### config.mk
export PLATFORM = sky130hd
export DESIGN_NAME = psx_irq_ctrl
export DESIGN_NICKNAME = d
export VERILOG_FILES = /design/src/rtl/psx_irq_ctrl.sv
export SDC_FILE = /design/constraint.sdc
export NUM_CORES = 1
export LEC_CHECK = 0
export BUFFER_PORTS_ARGS = -buffer_cell sky130_fd_sc_hd__buf_2
export CAP_MARGIN = 20
export CELL_PAD_IN_SITES_DETAIL_PLACEMENT = 1
export CELL_PAD_IN_SITES_GLOBAL_PLACEMENT = 1
export CORE_UTILIZATION = 32
export CTS_CLUSTER_SIZE = 40
export DETAILED_ROUTE_END_ITERATION = 6
export HOLD_SLACK_MARGIN = 0.02
export MAX_ROUTING_LAYER = met4
export PLACE_DENSITY_LB_ADDON = 0.1
export REMOVE_ABC_BUFFERS = 1
export SKIP_CTS_REPAIR_TIMING = 1
export SLEW_MARGIN = 30
export SYNTH_ARGS = -nofsm -noshare
export SYNTH_HDL_FRONTEND = slang
export SYNTH_SLANG_ARGS = --single-unit
### constraint.sdc
create_clock -name sys_clk -period 1.2 [get_ports sys_clk]
set_input_delay 0.24 -clock sys_clk [delete_from_list [all_inputs] [get_ports sys_clk]]
set_output_delay 0.24 -clock sys_clk [all_outputs]
set_load 0.1 [all_outputs]
### src/rtl/psx_irq_ctrl.sv
// PSX interrupt controller: up to 32 latched sources with per-channel edge/level mode and polarity.
// Optional macro PSX_IRQ_SYNC_EN adds a two-flop synchronizer on every irq_i bit.
module psx_irq_ctrl #(
    parameter int          NUM_IRQ  = 11,
    parameter logic [31:0] IRQ_POL  = 32'h0,
    parameter logic [31:0] MODE_RST = 32'h0
) (
    input  logic               sys_clk,
    input  logic               rst,
    input  logic [NUM_IRQ-1:0] irq_i,
    input  logic               wen,
    input  logic               ren,
    input  logic [1:0]         addr,
    input  logic [3:0]         ben,
    input  logic [31:0]        data_i,
    output logic [31:0]        rdata_o,
    output logic [31:0]        stat_o,
    output logic [31:0]        mask_o,
    output logic               irq_o,
    output logic [4:0]         irq_id_o
);

    localparam logic [31:0] VALID = (NUM_IRQ >= 32) ? 32'hFFFF_FFFF
                                                    : ((32'h1 << NUM_IRQ) - 32'h1);

    logic [31:0] src;
    logic [31:0] s, set, lm;
    logic [31:0] stat_q, stat_d, mask_q, mask_d, mode_q, mode_d, prev_q;
    logic [31:0] rdata_q, rdata_d, pend;
    logic        irq_q;
    logic [4:0]  id_q, id_d;
    logic        wr_stat, wr_mask, wr_mode, wr_force;

`ifdef PSX_IRQ_SYNC_EN
    logic [NUM_IRQ-1:0] sync1_q, sync2_q;

    always_ff @(posedge sys_clk) begin
        if (rst) begin
            sync1_q <= '0;
            sync2_q <= '0;
        end else begin
            sync1_q <= irq_i;
            sync2_q <= sync1_q;
        end
    end

    assign src = 32'(sync2_q);
`else
    assign src = 32'(irq_i);
`endif

    assign s   = (src ^ IRQ_POL) & VALID;
    // Level channels set every cycle; edge channels only on a 0->1 of the conditioned input.
    assign set = s & (mode_q | ~prev_q);
    assign lm  = {{8{ben[3]}}, {8{ben[2]}}, {8{ben[1]}}, {8{ben[0]}}};

    assign wr_stat  = wen && (addr == 2'd0);
    assign wr_mask  = wen && (addr == 2'd1);
    assign wr_mode  = wen && (addr == 2'd2);
    assign wr_force = wen && (addr == 2'd3);

    always_comb begin
        stat_d = stat_q;
        if (wr_stat)  stat_d = stat_q & (data_i | ~lm);
        if (wr_force) stat_d = stat_q | (data_i & lm);
        stat_d = (stat_d | set) & VALID;

        mask_d = mask_q;
        if (wr_mask) mask_d = ((mask_q & ~lm) | (data_i & lm)) & VALID;

        mode_d = mode_q;
        if (wr_mode) mode_d = ((mode_q & ~lm) | (data_i & lm)) & VALID;
    end

    always_comb begin
        rdata_d = rdata_q;
        if (ren) begin
            case (addr)
                2'd0:    rdata_d = stat_q;
                2'd1:    rdata_d = mask_q;
                2'd2:    rdata_d = mode_q;
                default: rdata_d = 32'h0;
            endcase
        end
    end

    assign pend = stat_q & mask_q;

    // Scan downward so the lowest pending index wins.
    always_comb begin
        id_d = 5'd0;
        for (int i = 31; i >= 0; i--) begin
            if (pend[i]) id_d = 5'(i);
        end
    end

    always_ff @(posedge sys_clk) begin
        if (rst) begin
            stat_q  <= '0;
            mask_q  <= '0;
            mode_q  <= MODE_RST & VALID;
            prev_q  <= '0;
            rdata_q <= '0;
            irq_q   <= 1'b0;
            id_q    <= '0;
        end else begin
            stat_q  <= stat_d;
            mask_q  <= mask_d;
            mode_q  <= mode_d;
            prev_q  <= s;
            rdata_q <= rdata_d;
            irq_q   <= |pend;
            id_q    <= id_d;
        end
    end

    assign rdata_o  = rdata_q;
    assign stat_o   = stat_q;
    assign mask_o   = mask_q;
    assign irq_o    = irq_q;
    assign irq_id_o = id_q;

endmodule

* Yosys cells after proc, flatten, opt, wreduce, memory -nomap -nowiden
Index checks and enable logic that the tools add are counted.
** Storage, ports and cells
- Bits in registers :: 82
- Logic and storage cells :: 73
- Bits in latches :: 0
- Memories :: 0
- Bits in read-only memories :: 0
- Memory bits (writable) :: 0
- Output and inout bits :: 102
** Operators by class
- Reduce and logical (&&, ||, !) cells :: 11
- Eq/ne operators :: 3
- Shift operators :: 0
- Div/mod/pow operators :: 0
- Add/subtract/negate cells :: 0
- Bitwise logic cells :: 14
- $lt $le $gt $ge :: 0
- Muxes and demuxes :: 34
- Multipliers :: 0
** Operators by type and width (count)
- $mux W5 :: 16
- $and A11 B11 Y11 :: 6
- $or A11 B11 Y11 :: 6
- $pmux W11 S3 :: 1
- $mux W4 :: 8
- $reduce_or A32 Y1 :: 1
- $mux W11 :: 2
- $not A11 Y11 :: 2
- $reduce_or A17 Y1 :: 1
- $mux W3 :: 4
- $reduce_or A9 Y1 :: 1
- $reduce_or A5 Y1 :: 1
- $eq A2 B2 Y1 const B :: 2
- $logic_and A1 B1 Y1 :: 4
- $mux W2 :: 2
- $reduce_or A3 Y1 :: 1
- $eq A2 B1 Y1 const B :: 1
- $logic_not A2 Y1 :: 1
- $reduce_or A2 Y1 :: 1
- $mux W1 :: 1

* Logic depth before layout (Yosys ltp)
Gate-level depths: netlist (run 1).
- Depth in word-level cells :: 31
- Gate-level depth with buffers :: 6
- Depth with buffers taken out :: 4

* Least setup slack after synthesis (run 1)
Ideal clock, no wire load.
- Path type :: register -> register
- From :: reg stat_q[7], in the netlist stat_o[7]
- To :: reg id_q[3], in the netlist irq_id_o[3]
- Setup time :: 0.124 ns
- Arrival :: 1.562 ns
- Buffers on the path :: 0
- Stages on the path, launching flop included :: 4
- Setup slack :: -0.486 ns
- Path through :: dfxtp_1 -> a22oi_1 -> and2_1 -> nor3b_1
** Between the ends
- Word-level cells in the longest chain between the ends :: 2
** RTL lines
- start: declaration :: line 28 : logic [31:0] stat_q, stat_d, mask_q, mask_d, mode_q, mode_d, prev_q;
- start signal: assignment :: line 107 : stat_q <= stat_d;
- $and A11 B11 Y11 :: line 87 : assign pend = stat_q & mask_q;
- $reduce_or A9 Y1 (no source line)
- end signal: assignment :: line 113 : id_q <= id_d;
- end: declaration :: line 31 : logic [4:0] id_q, id_d;
Every way passes these cells.
A chain may end at the register's enable or synchronous reset.

==> results.yml, run 1 <==
job:
  drv_cap: 0
outcome:
  violations: "setup timing"
  status: "finished with violations"
critical_path:
  reg2reg_from: "stat_o[9]"
  critical-path-top-delay-family: "flip-flops"
  critPathBufInv: 2
  r2r_cells: 5
  cp_max_fo: 4
  regToRegEndpoint: "irq_id_o[0]"
  r2r_slack_ns: 0.09
  cp_data_arrival_time_ns: 1.00
  worstSetupStartpointType: "flip-flop"
  critPathRequiredTime_ns: 0.96
  critPathKind: "flip-flop to output pin"
  endpoint_kind: "output pin"
  cp_slowest_cell: "dfxtp_4"
  max_stage_delay_ns: 0.36
  crit_chain: "buf_4, buf_12"
cells_and_area:
  drive_above_1_share_pct: 36.38
  num_antenna_cells: 0
  final_cell_mix: "64 x conb_1, 57 x nand2_1, 40 x buf_12"
  syn2layout_area_growth_pct: 46.24
  layout_commonest_cell: "conb_1"
  fin_util_pct: 48.57
  fin_nets: 531
global_routing:
  use_met1_pct: 21.58
  grt_overflow: 0
  grt_max_degree: 35
  grt_pass1_vias: 2577
  grt_pass1_wl_mm: 12.97
  met3_usage_pct: 3.203
  grt_usage_pct: 17.77
  busiest_layer: "met2"
  grt_use_met2_pct: 28.98
  antenna_found_initial: 0
clock_tree:
  clockBufferDepth: 2
  cts_num_sinks: 60
  htreeDepth: 3
  cts-buffers-inserted: 9
  root_buffer: "clkbuf_8"
  clkTransAtPathRegs_ns: 0.07
  cts_tree: "yes"
  insertion_delay_ns: 0.34
floorplanning:
  io_pins: 155
  die_w_um: 100.4
  die_area_mm2: 0.01008
  start_util_pct: 33.21
  core_mm2: 0.009328
  placementRows: 35
  die_height_um: 100.4
logic_synthesis:
  avgSynthCellArea_um2: 8.441
  synth_area_mm2: 0.003098
  netlist_instances: 367
  synth.distinct_cells: 30
  ys_ff_latch: 60
  yosys_warnings: 0
  seq_area_frac_synth_pct: 38.77
hold_path:
  min_to: "prev_q[10]"
  min-delay-start: "irq_i[10]"
  min_delay_path_depth: 2
  hp-class: "primary input to flip-flop"
power:
  ir_drop_v: 0.0005418
  p_per_area_mw_per_mm2: 1326
  power_mw: 6.008
  total_leakage_power_nw: 2.054
sta:
  setup_violations: 15
  hold_violations: 0
  post-route-period-util_pct: 103.0
  final_max_slew_viol_count: 0
  period_minus_slack_ns: 1.236
  layout_setup_ws_ns: -0.03644
  clock.fmax_ghz: 0.8088
  skew_ns: 0.009012
  rsz0062_at_grt: "true"
placement:
  hpwl_mm: 6.400
  portBuffers: 67
  gp_congestion: 0.8285
detailed_routing:
  vias: 2737
  drtAntennaViolNets: 0
  wl_per_cell_um: 13.90
  drtIter0Drc: 94
  wl_mm: 8.477
  drc: 0
  via_per_inst: 4.487
  dr.pass1.iters: 5
-- cells in the mapped netlist --
| master | instances | area share [%] |
|---|---|---|
| a21o_1 | 8 | 1.9 |
| a21oi_1 | 28 | 4.5 |
| a22o_1 | 1 | 0.28 |
| a22oi_1 | 3 | 0.73 |
| a31oi_1 | 5 | 1.0 |
| a32oi_1 | 1 | 0.28 |
| and2_1 | 1 | 0.20 |
| and3_1 | 3 | 0.61 |
| and4_1 | 2 | 0.57 |
| buf_2 | 3 | 0.48 |
| buf_4 | 67 | 16 |
| buf_6 | 3 | 1.1 |
| buf_8 | 1 | 0.48 |
| clkbuf_1 | 8 | 0.97 |
| conb_1 | 1 | 0.12 |
| dfxtp_1 | 60 | 39 |
| inv_1 | 11 | 1.3 |
| mux2i_1 | 17 | 5.5 |
| nand2_1 | 57 | 6.9 |
| nand3_1 | 7 | 1.1 |
| nand4bb_1 | 1 | 0.36 |
| nor2_1 | 19 | 2.3 |
| nor2b_1 | 11 | 2.2 |
| nor2b_4 | 2 | 0.89 |
| nor3_1 | 1 | 0.16 |
| nor3_2 | 10 | 3.2 |
| nor3b_1 | 1 | 0.24 |
| o211a_1 | 11 | 3.6 |
| o21ai_0 | 23 | 3.7 |
| o21ai_1 | 1 | 0.16 |
-- how the worst max path moves through the flow --
stage	start	end	slack, ns	cells after the start
after global routing	stat_o[8]	stat_o[8]	-0.07	2
after CTS	stat_o[3]	stat_o[3]	-0.13	2
after global placement	addr[1]	flip-flop	-0.07	5
final	flip-flop	mask_o[1]	-0.04	2
after detailed placement	addr[1]	flip-flop	-0.1	5
after floorplan	stat_o[7]	irq_id_o[3]	-0.49	3
-- cell type report --
class                      count  area [um2]
fill                        1116        4797
inverter                      11       41.29
multi-input combinational    277        1510
sequential                    60        1265
clock buffer                  12       165.2
clock inverter                 2       10.01
tap                          129       161.4
timing repair buffer         119        1378
-- kinds of logic after synthesis --
kind of cell	synth area share (%)
buffers and inverters	20.60
flip-flops	38.77
multiplexers	5.493
AO/OA/AOI/OAI	16.20
AND/OR/NAND/NOR	18.82
other	0.1210
-- report_power, final --
group          internal, mW  switching, mW  total (mW)  leakage, nW
combinational         0.524           1.65        2.17         1.45
clock                 0.889          0.783        1.67       0.0941
sequential             2.08         0.0881        2.17        0.506
total                  3.49           2.52        6.01         2.05
-- per-stage QoR --
| stage | hold slack, ns | setup TNS (ns) | worst slack [ns] | std cells | cell area, um2 |
|---|---|---|---|---|---|
| CTS | 0.1062 | -1.837 | -0.1308 | 602 | 4335 |
| detailed placement | 0.4683 | -2.234 | -0.09625 | 588 | 4160 |
| global placement | 0.4605 | -1.377 | -0.07126 | 588 | 4160 |
| finish | 0.1177 | -0.2568 | -0.03644 | 610 | 4531 |
| floorplan | 0.3091 | -10.55 | -0.4859 | 348 | 2738 |
| global route | 0.1158 | -0.8352 | -0.07171 | 610 | 4531 |
-- metal layers --
| metal | wire, um | up-vias |
|---|---|---|
| met2 | 4140 | 103 |
| met1 | 3808 | 1301 |
| met5 | 0 | - |
| met3 | 421 | 10 |
| li1 | - | 1323 |
| met4 | 106 | 0 |
Power figures use the tool's default switching activity.
==> run 2: changes to the inputs <==
--- a/config.mk
+++ b/config.mk
@@ -9,7 +9,7 @@
 export CAP_MARGIN = 20
 export CELL_PAD_IN_SITES_DETAIL_PLACEMENT = 1
 export CELL_PAD_IN_SITES_GLOBAL_PLACEMENT = 1
-export CORE_UTILIZATION = 32
+export CORE_UTILIZATION = 35
 export CTS_CLUSTER_SIZE = 40
 export DETAILED_ROUTE_END_ITERATION = 6
 export HOLD_SLACK_MARGIN = 0.02
==> constraint.sdc (replaced) <==
create_clock -name sys_clk -period 1.5 [get_ports sys_clk]
set_input_delay 0.3 -clock sys_clk [delete_from_list [all_inputs] [get_ports sys_clk]]
set_output_delay 0.3 -clock sys_clk [all_outputs]
set_load 0.1 [all_outputs]
==> results.yml, run 2 (synthesis gave the netlist of run 1 again) <==
critical_path:
  endpoint_kind: "output pin"
  cp_slowest_cell: "dfxtp_1"
  critPathBufInv: 1
  critPathRequiredTime_ns: 1.20
  max_stage_delay_ns: 0.44
  critical-path-top-delay-family: "flip-flops"
  cp_data_arrival_time_ns: 1.16
  cp_max_fo: 5
  crit_chain: "clkbuf_4"
  critPathKind: "flip-flop to output pin"
  worstSetupStartpointType: "flip-flop"
cells_and_area:
  fin_nets: 501
  instances_no_fill: 558
  layout_commonest_cell: "conb_1"
  stdcell_area_mm2: 0.003690
  final_cell_mix: "64 x conb_1, 60 x dfxtp_1, 57 x nand2_1"
  num_antenna_cells: 0
  drive_above_1_share_pct: 25.61
  fin_util_pct: 44.02
  syn2layout_area_growth_pct: 19.10
detailed_routing:
  dr.pass1.iters: 4
  via_per_inst: 4.620
  drc: 0
  drtAntennaViolNets: 0
  vias: 2578
  wl_met3_um: 464
  m1WireLength_mm: 3.763
  highest_layer: "met4"
  wl_mm: 7.914
  wl_met2_mm: 3.607
  wl_per_cell_um: 14.18
  drtIter0Drc: 73
floorplanning:
  die_area_mm2: 0.009231
  placementRows: 33
  start_util_pct: 36.96
  io_pins: 155
  core_mm2: 0.008382
  die_w_um: 96.08
  die_height_um: 96.08
placement:
  placedCellCount: 542
  portBuffers: 67
  dpl_worst_slack_ns: 0.1167
  placed_area_mm2: 0.003445
  gp_congestion: 0.8264
  hpwl_mm: 5.926
sta:
  setup_violations: 0
  skew_ns: 0.007540
  post-route-period-util_pct: 97.05
  hold_violations: 0
  hold-worst-slack_ns: 0.1826
  clock.fmax_ghz: 0.6869
  final_max_slew_viol_count: 0
  layout_setup_ws_ns: 0.04424
  period_minus_slack_ns: 1.456
  rsz0062_at_grt: "false"
clock_tree:
  clockBufferDepth: 2
  insertion_delay_ns: 0.34
  htreeDepth: 3
  cts_num_sinks: 60
  cts-buffers-inserted: 9
  root_buffer: "clkbuf_8"
  cts_tree: "yes"
  clkTransAtPathRegs_ns: 0.07
global_routing:
  grt_usage_pct: 18.84
  grt_overflow: 0
  grt_pass1_wl_mm: 12.54
  grt_max_degree: 38
  grt_pass1_vias: 2433
  antenna_found_initial: 0
outcome:
  status: "finished clean"
power:
  p_per_area_mw_per_mm2: 1281
  ir_drop_v: 0.0004854
  total_leakage_power_nw: 1.761
hold_path:
  hp-class: "primary input to flip-flop"
job:
  drv_cap: 0
## run 2: routing by layer
layer,vias up,GRT usage [%]
met5,-,-
met4,0,5.970
met3,10,4.028
met2,98,28.96
met1,1201,24.59
li1,1269,-
## run 2: final timing paths
check,start,to,slack (ns),depth (start not counted)
max reg2reg,stat_o[7],irq_id_o[3],0.33,3
max,flip-flop,mask_o[0],0.04,1
min,irq_i[10],prev_q[10],0.18,2
min reg2reg,flip-flop,flip-flop,0.48,2
## run 2: power by group
group,leakage (nW),switching (mW),internal [mW]
clock,0.102,0.630,0.853
combinational,1.17,1.28,0.235
sequential,0.493,0.0660,1.67
total,1.76,1.97,2.75
## run 2: per-stage QoR
stage / power, mW / TNS, ns
6_report: 4.727 / 0
5_1_grt: 4.918 / 0
3_5_place_dp: 3.269 / 0
4_1_cts: 4.774 / -0.4441
2_1_floorplan: 2.979 / -1.562
3_3_place_gp: 3.262 / 0
## run 2: cell type report
type,instances,area [um2]
clock buffers,12,155.1
clock inverters,4,47.55
fillers,1052,4692
inverters,11,41.29
multi-input cells,277,1495
flip-flops and latches,60,1201
well taps,105,131.4
repair buffers,89,618.1
==> run 3: changes to the inputs <==
==> constraint.sdc (replaced) <==
create_clock -name sys_clk -period 1.5 [get_ports sys_clk]
set_input_delay 0.15 -clock sys_clk [delete_from_list [all_inputs] [get_ports sys_clk]]
set_output_delay 0.15 -clock sys_clk [all_outputs]
set_load 0.1 [all_outputs]
==> results.yml, run 3 (synthesis gave the netlist of run 1 again) <==
placement:
  placed_area_mm2: 0.003294
  dpl_worst_slack_ns: 0.06099
  hpwl_mm: 5.770
  portBuffers: 67
  gp_congestion: 0.7954
power:
  ir_drop_v: 0.0005974
  p_per_area_mw_per_mm2: 1328
  p_sw_mw: 1.949
  switching_share_pct: 41.93
  power_mw: 4.647
  combPwrFrac_pct: 31.1
  total_leakage_power_nw: 1.699
  p_seq_share_pct: 37.2
  power_frac_clock_pct: 31.7
  p_int_mw: 2.699
critical_path:
  regToRegEndpoint: "irq_id_o[3]"
  worstSetupStartpointType: "flip-flop"
  cp_slowest_cell: "buf_2"
  path_depth: 1
  cp_data_arrival_time_ns: 1.26
  critical-path-top-delay-family: "buffers and inverters"
  crit_chain: "buf_2"
  endpoint_kind: "output pin"
  critPathKind: "flip-flop to output pin"
  max_stage_delay_ns: 0.47
  critPathRequiredTime_ns: 1.35
  r2r_cells: 3
  reg2reg_from: "stat_o[5]"
  r2r_slack_ns: 0.24
  critPathBufInv: 1
  cp_max_fo: 6
cells_and_area:
  syn2layout_area_growth_pct: 12.96
  fin_nets: 491
  multiInputGateArea_mm2: 0.001495
  drive_above_1_share_pct: 23.93
  final_cell_mix: "66 x buf_2, 64 x conb_1, 60 x dfxtp_1"
  seq_area_mm2: 0.001201
  layout_commonest_cell: "buf_2"
  fillers: 1077
  fin_util_pct: 41.75
  stdcell_area_mm2: 0.003500
  num_antenna_cells: 0
clock_tree:
  root_buffer: "clkbuf_8"
  clkTransAtPathRegs_ns: 0.07
  cts_num_sinks: 60
  clockBufferDepth: 2
  htreeDepth: 3
  insertion_delay_ns: 0.34
  cts-buffers-inserted: 9
  cts_tree: "yes"
detailed_routing:
  vias: 2541
  dr.pass1.iters: 4
  drc: 0
  drtIter0Drc: 52
  wl_mm: 7.684
  wl_per_cell_um: 14.02
  via_per_inst: 4.637
  drtAntennaViolNets: 0
global_routing:
  grt_overflow: 0
  grt_usage_pct: 18.19
  grt_pass1_vias: 2362
  grt_pass1_wl_mm: 11.87
  antenna_found_initial: 0
  grt_max_degree: 32
hold_path:
  min_to: "prev_q[1]"
  hp-class: "primary input to flip-flop"
  min-delay-start: "irq_i[1]"
  min_delay_path_depth: 2
sta:
  hold_violations: 0
  skew_ns: 0.007092
  clock.fmax_ghz: 0.7104
  final_max_slew_viol_count: 0
  rsz0062_at_grt: "false"
  fin_setup_tns_ns: 0
  post-route-period-util_pct: 93.84
  period_minus_slack_ns: 1.408
  layout_setup_ws_ns: 0.09234
  setup_violations: 0
floorplanning:
  die_area_mm2: 0.009231
  start_util_pct: 36.96
  die_w_um: 96.08
  core_mm2: 0.008382
  placementRows: 33
  io_pins: 155
  die_height_um: 96.08
outcome:
  status: "finished clean"
job:
  drv_cap: 0
## run 3: metrics by stage
step                std cells  hold slack, ns
finish                    548         0.03089
global placement          532          0.3729
floorplan                 348          0.2191
detailed placement        532          0.3813
CTS                       548         0.01699
global route              548         0.03425
## run 3: power by group through the flow
stage | registers [mW] | logic, mW | clock network [mW]
floorplan | 2.12 | 0.861 | 0
global placement | 1.77 | 1.44 | 0
detailed placement | 1.77 | 1.44 | 0
CTS | 1.73 | 1.45 | 1.52
global route | 1.74 | 1.51 | 1.61
finish | 1.73 | 1.44 | 1.47
## run 3: cell type report
type,count,area share (%)
Clock buffer,12,4.433
Clock inverter,4,1.359
Inverter,11,1.180
Multi-Input combinational cell,277,42.72
Sequential cell,60,34.32
Tap cell,105,3.754
Timing Repair Buffer,79,12.23
## run 3: layer usage
layer  global-route usage, %  share of wire, %  vias up
met4                   8.458               1.7        0
met5                       -                 0        -
met3                   3.791               5.3       11
met2                   28.78                47       93
li1                        -                 -     1248
met1                   22.10                46     1189
## run 3: worst max-delay path by stage
| stage | start | endpoint | slack (ns) |
|---|---|---|---|
| global placement | addr[1] | flip-flop | 0.06 |
| detailed placement | addr[1] | flip-flop | 0.06 |
| floorplan | stat_o[7] | irq_id_o[3] | -0.19 |
| CTS | stat_o[5] | stat_o[5] | 0.03 |
| global route | stat_o[3] | stat_o[3] | 0.03 |
| finish | stat_o[3] | stat_o[3] | 0.09 |
